[src/rtl/sonar_pkg.sv]
// Shared state encoding, default timing constants and sizing helpers for the
// multi-channel ultrasonic ranging block.
package sonar_pkg;

    typedef enum logic [2:0] {
        S_IDLE      = 3'd0,
        S_TRIGGER   = 3'd1,
        S_WAIT_RISE = 3'd2,
        S_MEASURE   = 3'd3,
        S_HOLDOFF   = 3'd4
    } state_t;

    localparam int DEF_NUM_CH  = 4;
    localparam int DEF_CNT_W   = 16;
    localparam int DEF_TRIG_PD = 1000;    // 10 us at 100 MHz
    localparam int DEF_TIMEOUT = 60000;
    localparam int DEF_HOLDOFF = 100000;

    function automatic int max3(input int a, input int b, input int c);
        int m;
        m = (a > b) ? a : b;
        return (m > c) ? m : c;
    endfunction

    function automatic int ch_width(input int n);
        return (n > 1) ? $clog2(n) : 1;
    endfunction

endpackage

[src/rtl/sonar_sync.sv]
// Two-flop synchronizer bringing one asynchronous echo line into the clk domain.
module sonar_sync (
    input  logic clk,
    input  logic rst,
    input  logic d,
    output logic q
);

    logic sync_p0;

    always_ff @(posedge clk) begin
        if (rst) begin
            sync_p0 <= 1'b0;
            q       <= 1'b0;
        end else begin
            sync_p0 <= d;
            q       <= sync_p0;
        end
    end

endmodule

[src/rtl/sonar_array.sv]
// Round-robin ultrasonic sensor scanner: triggers each channel in turn, times
// its echo pulse, and publishes one result per channel with a timeout flag.
module sonar_array
    import sonar_pkg::*;
#(
    parameter int NUM_CH  = DEF_NUM_CH,
    parameter int CNT_W   = DEF_CNT_W,
    parameter int TRIG_PD = DEF_TRIG_PD,
    parameter int TIMEOUT = DEF_TIMEOUT,
    parameter int HOLDOFF = DEF_HOLDOFF,
    localparam int CH_W   = ch_width(NUM_CH)
) (
    input  logic              clk,
    input  logic              rst,
    input  logic              send_trig,
    input  logic              cont,
    input  logic [NUM_CH-1:0] echo,
    output logic [NUM_CH-1:0] trig,
    output logic              idle,
    output logic [CNT_W-1:0]  count_echo,
    output logic [CH_W-1:0]   ch_id,
    output logic              valid,
    output logic              timeout
);

    // One shared timer covers the trigger pulse, the echo window and the holdoff.
    localparam int TMR_W = $clog2(max3(TRIG_PD, TIMEOUT, HOLDOFF) + 1);

    localparam logic [TMR_W-1:0] TRIG_LAST = TMR_W'(TRIG_PD - 1);
    localparam logic [TMR_W-1:0] TMO_LAST  = TMR_W'(TIMEOUT - 1);
    localparam logic [TMR_W-1:0] HOLD_LAST = TMR_W'(HOLDOFF - 1);
    localparam logic [CH_W-1:0]  CH_LAST   = CH_W'(NUM_CH - 1);

    state_t             state;
    state_t             state_nxt;
    logic [TMR_W-1:0]   timer;
    logic [CH_W-1:0]    ch;
    logic [CNT_W-1:0]   count;
    logic [NUM_CH-1:0]  echo_s;
    logic               echo_cur;
    logic               trig_done;
    logic               tmo_hit;
    logic               hold_done;
    logic               last_ch;

    for (genvar i = 0; i < NUM_CH; i++) begin : g_sync
        sonar_sync u_sync (
            .clk (clk),
            .rst (rst),
            .d   (echo[i]),
            .q   (echo_s[i])
        );
    end

    assign echo_cur  = echo_s[ch];
    assign trig_done = (timer == TRIG_LAST);
    assign tmo_hit   = (timer == TMO_LAST);
    assign hold_done = (timer == HOLD_LAST);
    assign last_ch   = (ch == CH_LAST);

    always_ff @(posedge clk) begin
        if (rst) begin
            state <= S_IDLE;
        end else begin
            state <= state_nxt;
        end
    end

    always_comb begin
        state_nxt = state;
        case (state)
            S_IDLE: begin
                if (send_trig || cont) begin
                    state_nxt = S_TRIGGER;
                end
            end
            S_TRIGGER: begin
                if (trig_done) begin
                    state_nxt = S_WAIT_RISE;
                end
            end
            S_WAIT_RISE: begin
                if (tmo_hit) begin
                    state_nxt = S_HOLDOFF;
                end else if (echo_cur) begin
                    state_nxt = S_MEASURE;
                end
            end
            S_MEASURE: begin
                if (tmo_hit || !echo_cur) begin
                    state_nxt = S_HOLDOFF;
                end
            end
            S_HOLDOFF: begin
                if (hold_done) begin
                    state_nxt = (!last_ch || cont) ? S_TRIGGER : S_IDLE;
                end
            end
            default: state_nxt = S_IDLE;
        endcase
    end

    always_comb begin
        idle = (state == S_IDLE);
        trig = '0;
        if (state == S_TRIGGER) begin
            trig[ch] = 1'b1;
        end
    end

    // The timer keeps running through S_MEASURE so the timeout bounds the whole ping.
    always_ff @(posedge clk) begin
        if (rst) begin
            timer      <= '0;
            ch         <= '0;
            count      <= '0;
            count_echo <= '0;
            ch_id      <= '0;
            valid      <= 1'b0;
            timeout    <= 1'b0;
        end else begin
            valid <= 1'b0;
            case (state)
                S_IDLE: begin
                    timer <= '0;
                    ch    <= '0;
                end
                S_TRIGGER: begin
                    timer <= trig_done ? '0 : timer + TMR_W'(1);
                end
                S_WAIT_RISE: begin
                    timer <= timer + TMR_W'(1);
                    if (tmo_hit) begin
                        timer      <= '0;
                        count_echo <= '1;
                        ch_id      <= ch;
                        timeout    <= 1'b1;
                        valid      <= 1'b1;
                    end else if (echo_cur) begin
                        // The cycle that revealed the rise is the first high cycle.
                        count <= CNT_W'(1);
                    end
                end
                S_MEASURE: begin
                    if (tmo_hit) begin
                        timer      <= '0;
                        count_echo <= '1;
                        ch_id      <= ch;
                        timeout    <= 1'b1;
                        valid      <= 1'b1;
                    end else if (!echo_cur) begin
                        timer      <= '0;
                        count_echo <= count;
                        ch_id      <= ch;
                        timeout    <= 1'b0;
                        valid      <= 1'b1;
                    end else begin
                        timer <= timer + TMR_W'(1);
                        count <= count + CNT_W'(1);
                    end
                end
                S_HOLDOFF: begin
                    if (hold_done) begin
                        timer <= '0;
                        ch    <= last_ch ? '0 : ch + CH_W'(1);
                    end else begin
                        timer <= timer + TMR_W'(1);
                    end
                end
                default: begin
                    timer <= '0;
                end
            endcase
        end
    end

endmodule
[config.mk]
export PLATFORM = sky130hd
export DESIGN_NAME = sonar_array
export DESIGN_NICKNAME = d
export VERILOG_FILES = /design/src/rtl/sonar_pkg.sv /design/src/rtl/sonar_sync.sv /design/src/rtl/sonar_array.sv
export SDC_FILE = /design/constraint.sdc
export NUM_CORES = 1
export LEC_CHECK = 0
export BUFFER_PORTS_ARGS = -buffer_cell sky130_fd_sc_hd__buf_2
export CAP_MARGIN = 0
export CORE_MARGIN = 2
export CORE_UTILIZATION = 50
export DETAILED_ROUTE_END_ITERATION = 10
export HOLD_SLACK_MARGIN = 0.1
export PLACE_DENSITY = 0.7
export SLEW_MARGIN = 30
export SYNTH_ARGS = -nofsm -noshare
export SYNTH_HDL_FRONTEND = slang
export SYNTH_SLANG_ARGS = --single-unit
[constraint.sdc]
create_clock -name clk -period 3 [get_ports clk]
set_input_delay 0.6 -clock clk [delete_from_list [all_inputs] [get_ports clk]]
set_output_delay 0.6 -clock clk [all_outputs]
set_load 0.05 [all_outputs]
* Word-level counts from Yosys, hierarchy flattened *
Cells that the tools add are included.

storage, ports and cells
  word-level logic and storage cells = 96
  register bits after elaboration = 66

cells by class
  $add $sub $neg = 3
  mux-type cells = 43
  order comparisons = 2
  equal/unequal tests = 19
  reduce and logical (&&, ||, !) cells = 13

operator list
  kind                                                               number
  16-bit 2-to-1 mux                                                  7
  17-bit 2-to-1 mux                                                  5
  17-bit one-hot mux with 4 select lines                             1
  16-bit one-hot mux with 2 select lines                             2
  3-bit 2-to-1 mux                                                   6
  17-bit by 1-bit adder with 17-bit output, second input constant    1
  17-bit by 10-bit == test with 1-bit output, second input constant  1
  17-bit by 16-bit == test with 1-bit output, second input constant  1
  17-bit == test, second input constant                              1
  16-bit by 1-bit adder with 16-bit output, second input constant    1
  2-bit != test, second input constant                               8
  3-bit one-hot mux with 5 select lines                              1
  2-bit 2-to-1 mux                                                   5
  5-bit AND reduction                                                2
  1-bit 2-to-1 mux                                                   9
  2-bit one-hot mux with 2 select lines                              2
  3-bit by 2-bit == test with 1-bit output, second input constant    2
  3-bit != test, second input constant                               2
  4-bit 2-to-1 mux                                                   1
  1-bit one-hot mux with 2 select lines                              2
  2-bit nonzero test                                                 2
  3-bit by 1-bit == test with 1-bit output, second input constant    1
  3-bit == test, second input constant                               1
  3-bit logical NOT                                                  1
  12 further kinds                                                   15

* Logic depth before layout (Yosys ltp) *
  word-level depth = 6
  depth in mapped cells = 8
  depth with buffers taken out = 6

* Hierarchy *
Synthesis repeated with hierarchy kept, for this count alone.

second synthesis, totals
  cells, all modules = 338
  area total of the unflattened synthesis = 2,957.8 µm²

modules (own cells, without submodules)
  module       area each (µm²)  cells an instance  seq. area each (µm²)  instances
  sonar_array  2,747.6          322                1,161.1               1
  sonar_sync   52.6             4                  40.0                  4

* Worst setup path after synthesis *
OpenSTA, ideal clock, no wires.

  path type = register to register
  from = register state[1]
  to = register timer[10]
  data required time = 2.885 ns
  path buffers = 2
  cell stages (with the launch flop) = 7
  path slack = 0.656 ns
  arrival time = 2.229 ns
  path through = dfxtp_1 > clkbuf_1 > nor3_1 > nor3_1 > o31ai_4 > buf_6 > nor2_1

between the ends
  word-level cells in the longest chain between the ends = 2
  elaborated cells on any way between the ends = 5
  those cells by class = eq/ne: 4; mux: 1

ends and longest elaborated chain
  item                                         line                text
  start: declaration                           sonar_array.sv:34   state_t state;
  start signal: assignment                     sonar_array.sv:65   state <= state_nxt;
  3-bit == test, or another cell as far along  sonar_array.sv:123  case (state)
  17-bit one-hot mux with 4 select lines *     sonar_array.sv:123
  end signal: assignment                       sonar_array.sv:129  timer <= trig_done ? '0 : timer + TMR_W'(1);
  end signal: assignment                       sonar_array.sv:132  timer <= timer + TMR_W'(1);
  end signal: assignment                       sonar_array.sv:158  timer <= timer + TMR_W'(1);
  end: declaration                             sonar_array.sv:36   logic [TMR_W-1:0] timer;

Mark *: on every way between the ends. The rest lies on a longest branch, timed or not.
A chain may end at the register's enable or synchronous reset.

* Worst setup path after layout *
  from = register ch[0]
  to = register count_echo[3]

between the ends
  word-level cells in the longest chain between the ends = 4

ends and longest elaborated chain
  item                                       line                text
  start: declaration                         sonar_array.sv:37   logic [CH_W-1:0] ch;
  start signal: assignment                   sonar_array.sv:165  ch <= last_ch ? '0 : ch + CH_W'(1);
  1-bit binary-select mux with 2-bit select  sonar_array.sv:55   assign echo_cur = echo_s[ch];
  1-bit 2-to-1 mux (not written as such)     sonar_array.sv:55
  3-bit != test (no source line)             n/a
  3-bit AND reduction (no source line)       n/a
  end signal: assignment                     sonar_array.sv:153  count_echo <= count;
  end: declaration                           sonar_array.sv:20   output logic [CNT_W-1:0] count_echo,

Every way passes these cells. The select of a mux whose other input is x is not followed.

==> impl_metrics.ini <==
[clock_tree]
cts_tree = yes
cts.htree.levels = 3
cts-buffers-inserted = 9
clk_latency_ns = 0.34
path_clk_slew_ns = 0.07
cts_root_buf = clkbuf_8
clockBufferDepth = 2
cts_setup_buffers = 0
cts_resized = 0
postCtsHoldBufs = 0
cts_sinks = 66

[global_routing]
grt_use_total_pct = 20.2
grt_use_met3_pct = 5.60
gr-total-overflow = 0
antenna_found_initial = 0
use_met1_pct = 31.1
busiest_layer = met1
grt_first_pass_wirelength_um = 10300
met2_usage_pct = 26.1
grt_pass1_vias = 2141
grt_max_degree = 33

[power_and_ir_drop]
combPwrFrac_pct = 25.0
leakagePower_nw = 1.23
p_total_mw = 2.31
p_switching_mw = 0.777
p_clk_share_pct = 33.2
ir_drop_v = 0.000470
swShare_pct = 33.6
powerDensity_nw_per_um2 = 678
pwr-share-seq_pct = 41.8
intPower_mw = 1.54

[floorplanning]
die_h_um = 81.7
dieArea_um2 = 6670
placeableCoreArea_um2 = 5890
rows = 28
start_util_pct = 51.2
io_pins = 33
die_x_um = 81.7

[setup_path]
crit_required_ns = 3.22
path_buf_inv = 0
critPathLaunch = ch[0]
slowest_delay_ns = 0.65
cp-start-kind = flip-flop
crit_slowest_cell = or3_1
cp.arrival_ns = 2.59
crit_family = simple AND/OR/NAND/NOR gates
critPathKind = flip-flop to flip-flop
worst-r2r-setup-slack_ns = 0.63
reg2reg_from = ch[0]
path_cells = mux4_2, or2_1, or3_1, o22ai_1, nor2_1
worst-r2r-cell-count = 5
r2r-end = count_echo[3]
end_kind = flip-flop
crit_fanout = 16

[timing]
fmax_mhz = 422
period_needed_ns = 2.37
fin_ws_ns = 0.629
setup_viol = 0
finalHoldViolations = 0
worstMarginPinSlew_ns = 0.706
clock-skew-final_ns = 0.0130
rsz0062_at_grt = false
tns_ns = 0
fin_crit_sh_pct = 79.0
drv_slew = 0
slew_headroom_pct = 52.5

[drt]
vias = 2572
wl_per_cell_um = 13.7
firstDrtPassIters = 4
drtIter0Drc = 164
drt-total-wl_um = 6250
drc = 0
drt-vias-per-instance = 5.64
ant_nets = 0

[synth]
syn_avg_cell_area_um2 = 8.59
synth_cell_types = 40
syn-instance-count = 351
ys_seq_elements = 66
yosysWarnings = 0
synth_top_area_cell = dfxtp_1
syn_nets = 365
yosysTopAreaCellShare_pct = 43.8
yosys-top-cells-area = dfxtp_1, nor2_1, nand2_1, nand3_1, o22ai_1
yosysSeqAreaShare_pct = 43.8
synth_area_um2 = 3020

[layout]
syn_to_final_growth_pct = 13.2
final-seq-area_um2 = 1320
antenna_cells = 0
layout.nets = 391
fillers = 538
drive_gt1_share_pct = 15.7
final_cells = 456
fin_area_um2 = 3410
multi_input_area_um2 = 1550

[job]
maxCapViolations = 0

[place]
gp_congestion = 0.818
dpl.cell_count = 441
dp_hpwl_um = 4070
port_buffers = 32
placed_area_um2 = 3210
place_ws_ns = 0.647

[min_path]
hp-start = g_sync[3].u_sync.sync_p0
hold_class = flip-flop to flip-flop
hold_path_depth = 1
min_to = g_sync[3].u_sync.q

[status]
status = completed
cell type report:
class / instances / share of cell area, %
inverters: 13 / 1.43
clock inverters: 2 / 1.03
clock buffers: 13 / 4.95
flip-flops and latches: 66 / 38.7
multi-input cells: 250 / 45.3
repair buffers: 37 / 5.79
well taps: 75 / 2.75
power by group through the flow:
stage	Clock [mW]	Sequential [mW]	Combinational, mW
final	0.769	0.968	0.578
after global routing	0.830	0.976	0.626
after CTS	0.778	0.968	0.578
after detailed placement	0	0.987	0.578
after global placement	0	0.987	0.573
after floorplan	0	1.07	0.372
logic make-up (layout without fill, tap and decap cells):
logic type	Yosys count	count (layout)	synth area share, %
compound gates	47	47	10.5
xor+xnor	15	15	4.36
fa+ha+maj	6	6	2.49
buf+inv	35	65	4.85
flops	66	66	43.8
mux	6	6	2.41
simple gates	176	176	31.5
cells in the final DEF, fill, tap and decap left out, types with 2 or more instances in the layout:
master,n
dfxtp_1,66
nor2_1,46
buf_2,32
nand2_1,29
nand3_1,21
o22ai_1,16
inv_1,13
clkbuf_8,12
nor3_1,11
nor2b_1,10
or4_1,10
xor2_1,10
nand4_1,9
a21oi_1,9
nor4_1,7
and3_1,6
o311ai_0,6
a31oi_1,6
ha_1,6
and2_1,5
o21ai_0,5
mux2i_1,5
xnor2_1,5
buf_4,5
nand4b_1,4
and4_1,4
nand4bb_1,3
or4_4,2
nor4_2,2
nand3b_1,2
or3_1,2
synthesized netlist by cell type, drive strengths merged:
cell,count
a2111o,1
a21boi,1
a21oi,9
a31oi,6
and2,5
and3,7
and4,4
buf,7
clkbuf,15
dfxtp,66
ha,6
inv,13
mux2i,5
mux4,1
nand2,29
nand3,21
nand3b,2
nand4,9
nand4b,4
nand4bb,3
nor2,46
nor2b,10
nor3,11
nor4,9
o211ai,1
o21ai,5
o21ba,1
o22ai,16
o311ai,6
o31ai,1
or2,2
or3,2
or4,12
xnor2,5
xor2,10
layer usage:
layer | vias to the layer above | share of wire [%]
li1 | 1309 | -
met1 | 1194 | 53
met2 | 63 | 40
met3 | 6 | 5.6
met4 | 0 | 0.99
met5 | - | 0
state kept, by name, summed over array words and instances (netlist names):
signal                 count
ch                         2
count_echo                16
count                     16
timer                     17
valid                      1
state                      3
g_sync.u_sync.sync_p0      4
timeout                    1
g_sync.u_sync.q            4
ch_id                      2
through the flow:
stage	hold slack (ns)	util, %
after floorplan	0.414	-
after global placement	0.425	54.5
after detailed placement	0.422	54.5
after CTS	0.437	58.0
after global routing	0.456	58.0
final	0.435	58.0
how the worst max path moves through the flow:
stage | cells past startpoint | slack (ns) | end
floorplan | 6 | 0.66 | timer[10]
global placement | 5 | 0.70 | count_echo[0]
detailed placement | 5 | 0.65 | count_echo[12]
CTS | 4 | 0.59 | trig[1]
global route | 5 | 0.43 | count[4]
finish | 5 | 0.63 | count_echo[3]
(Power assumes the default switching activity.)
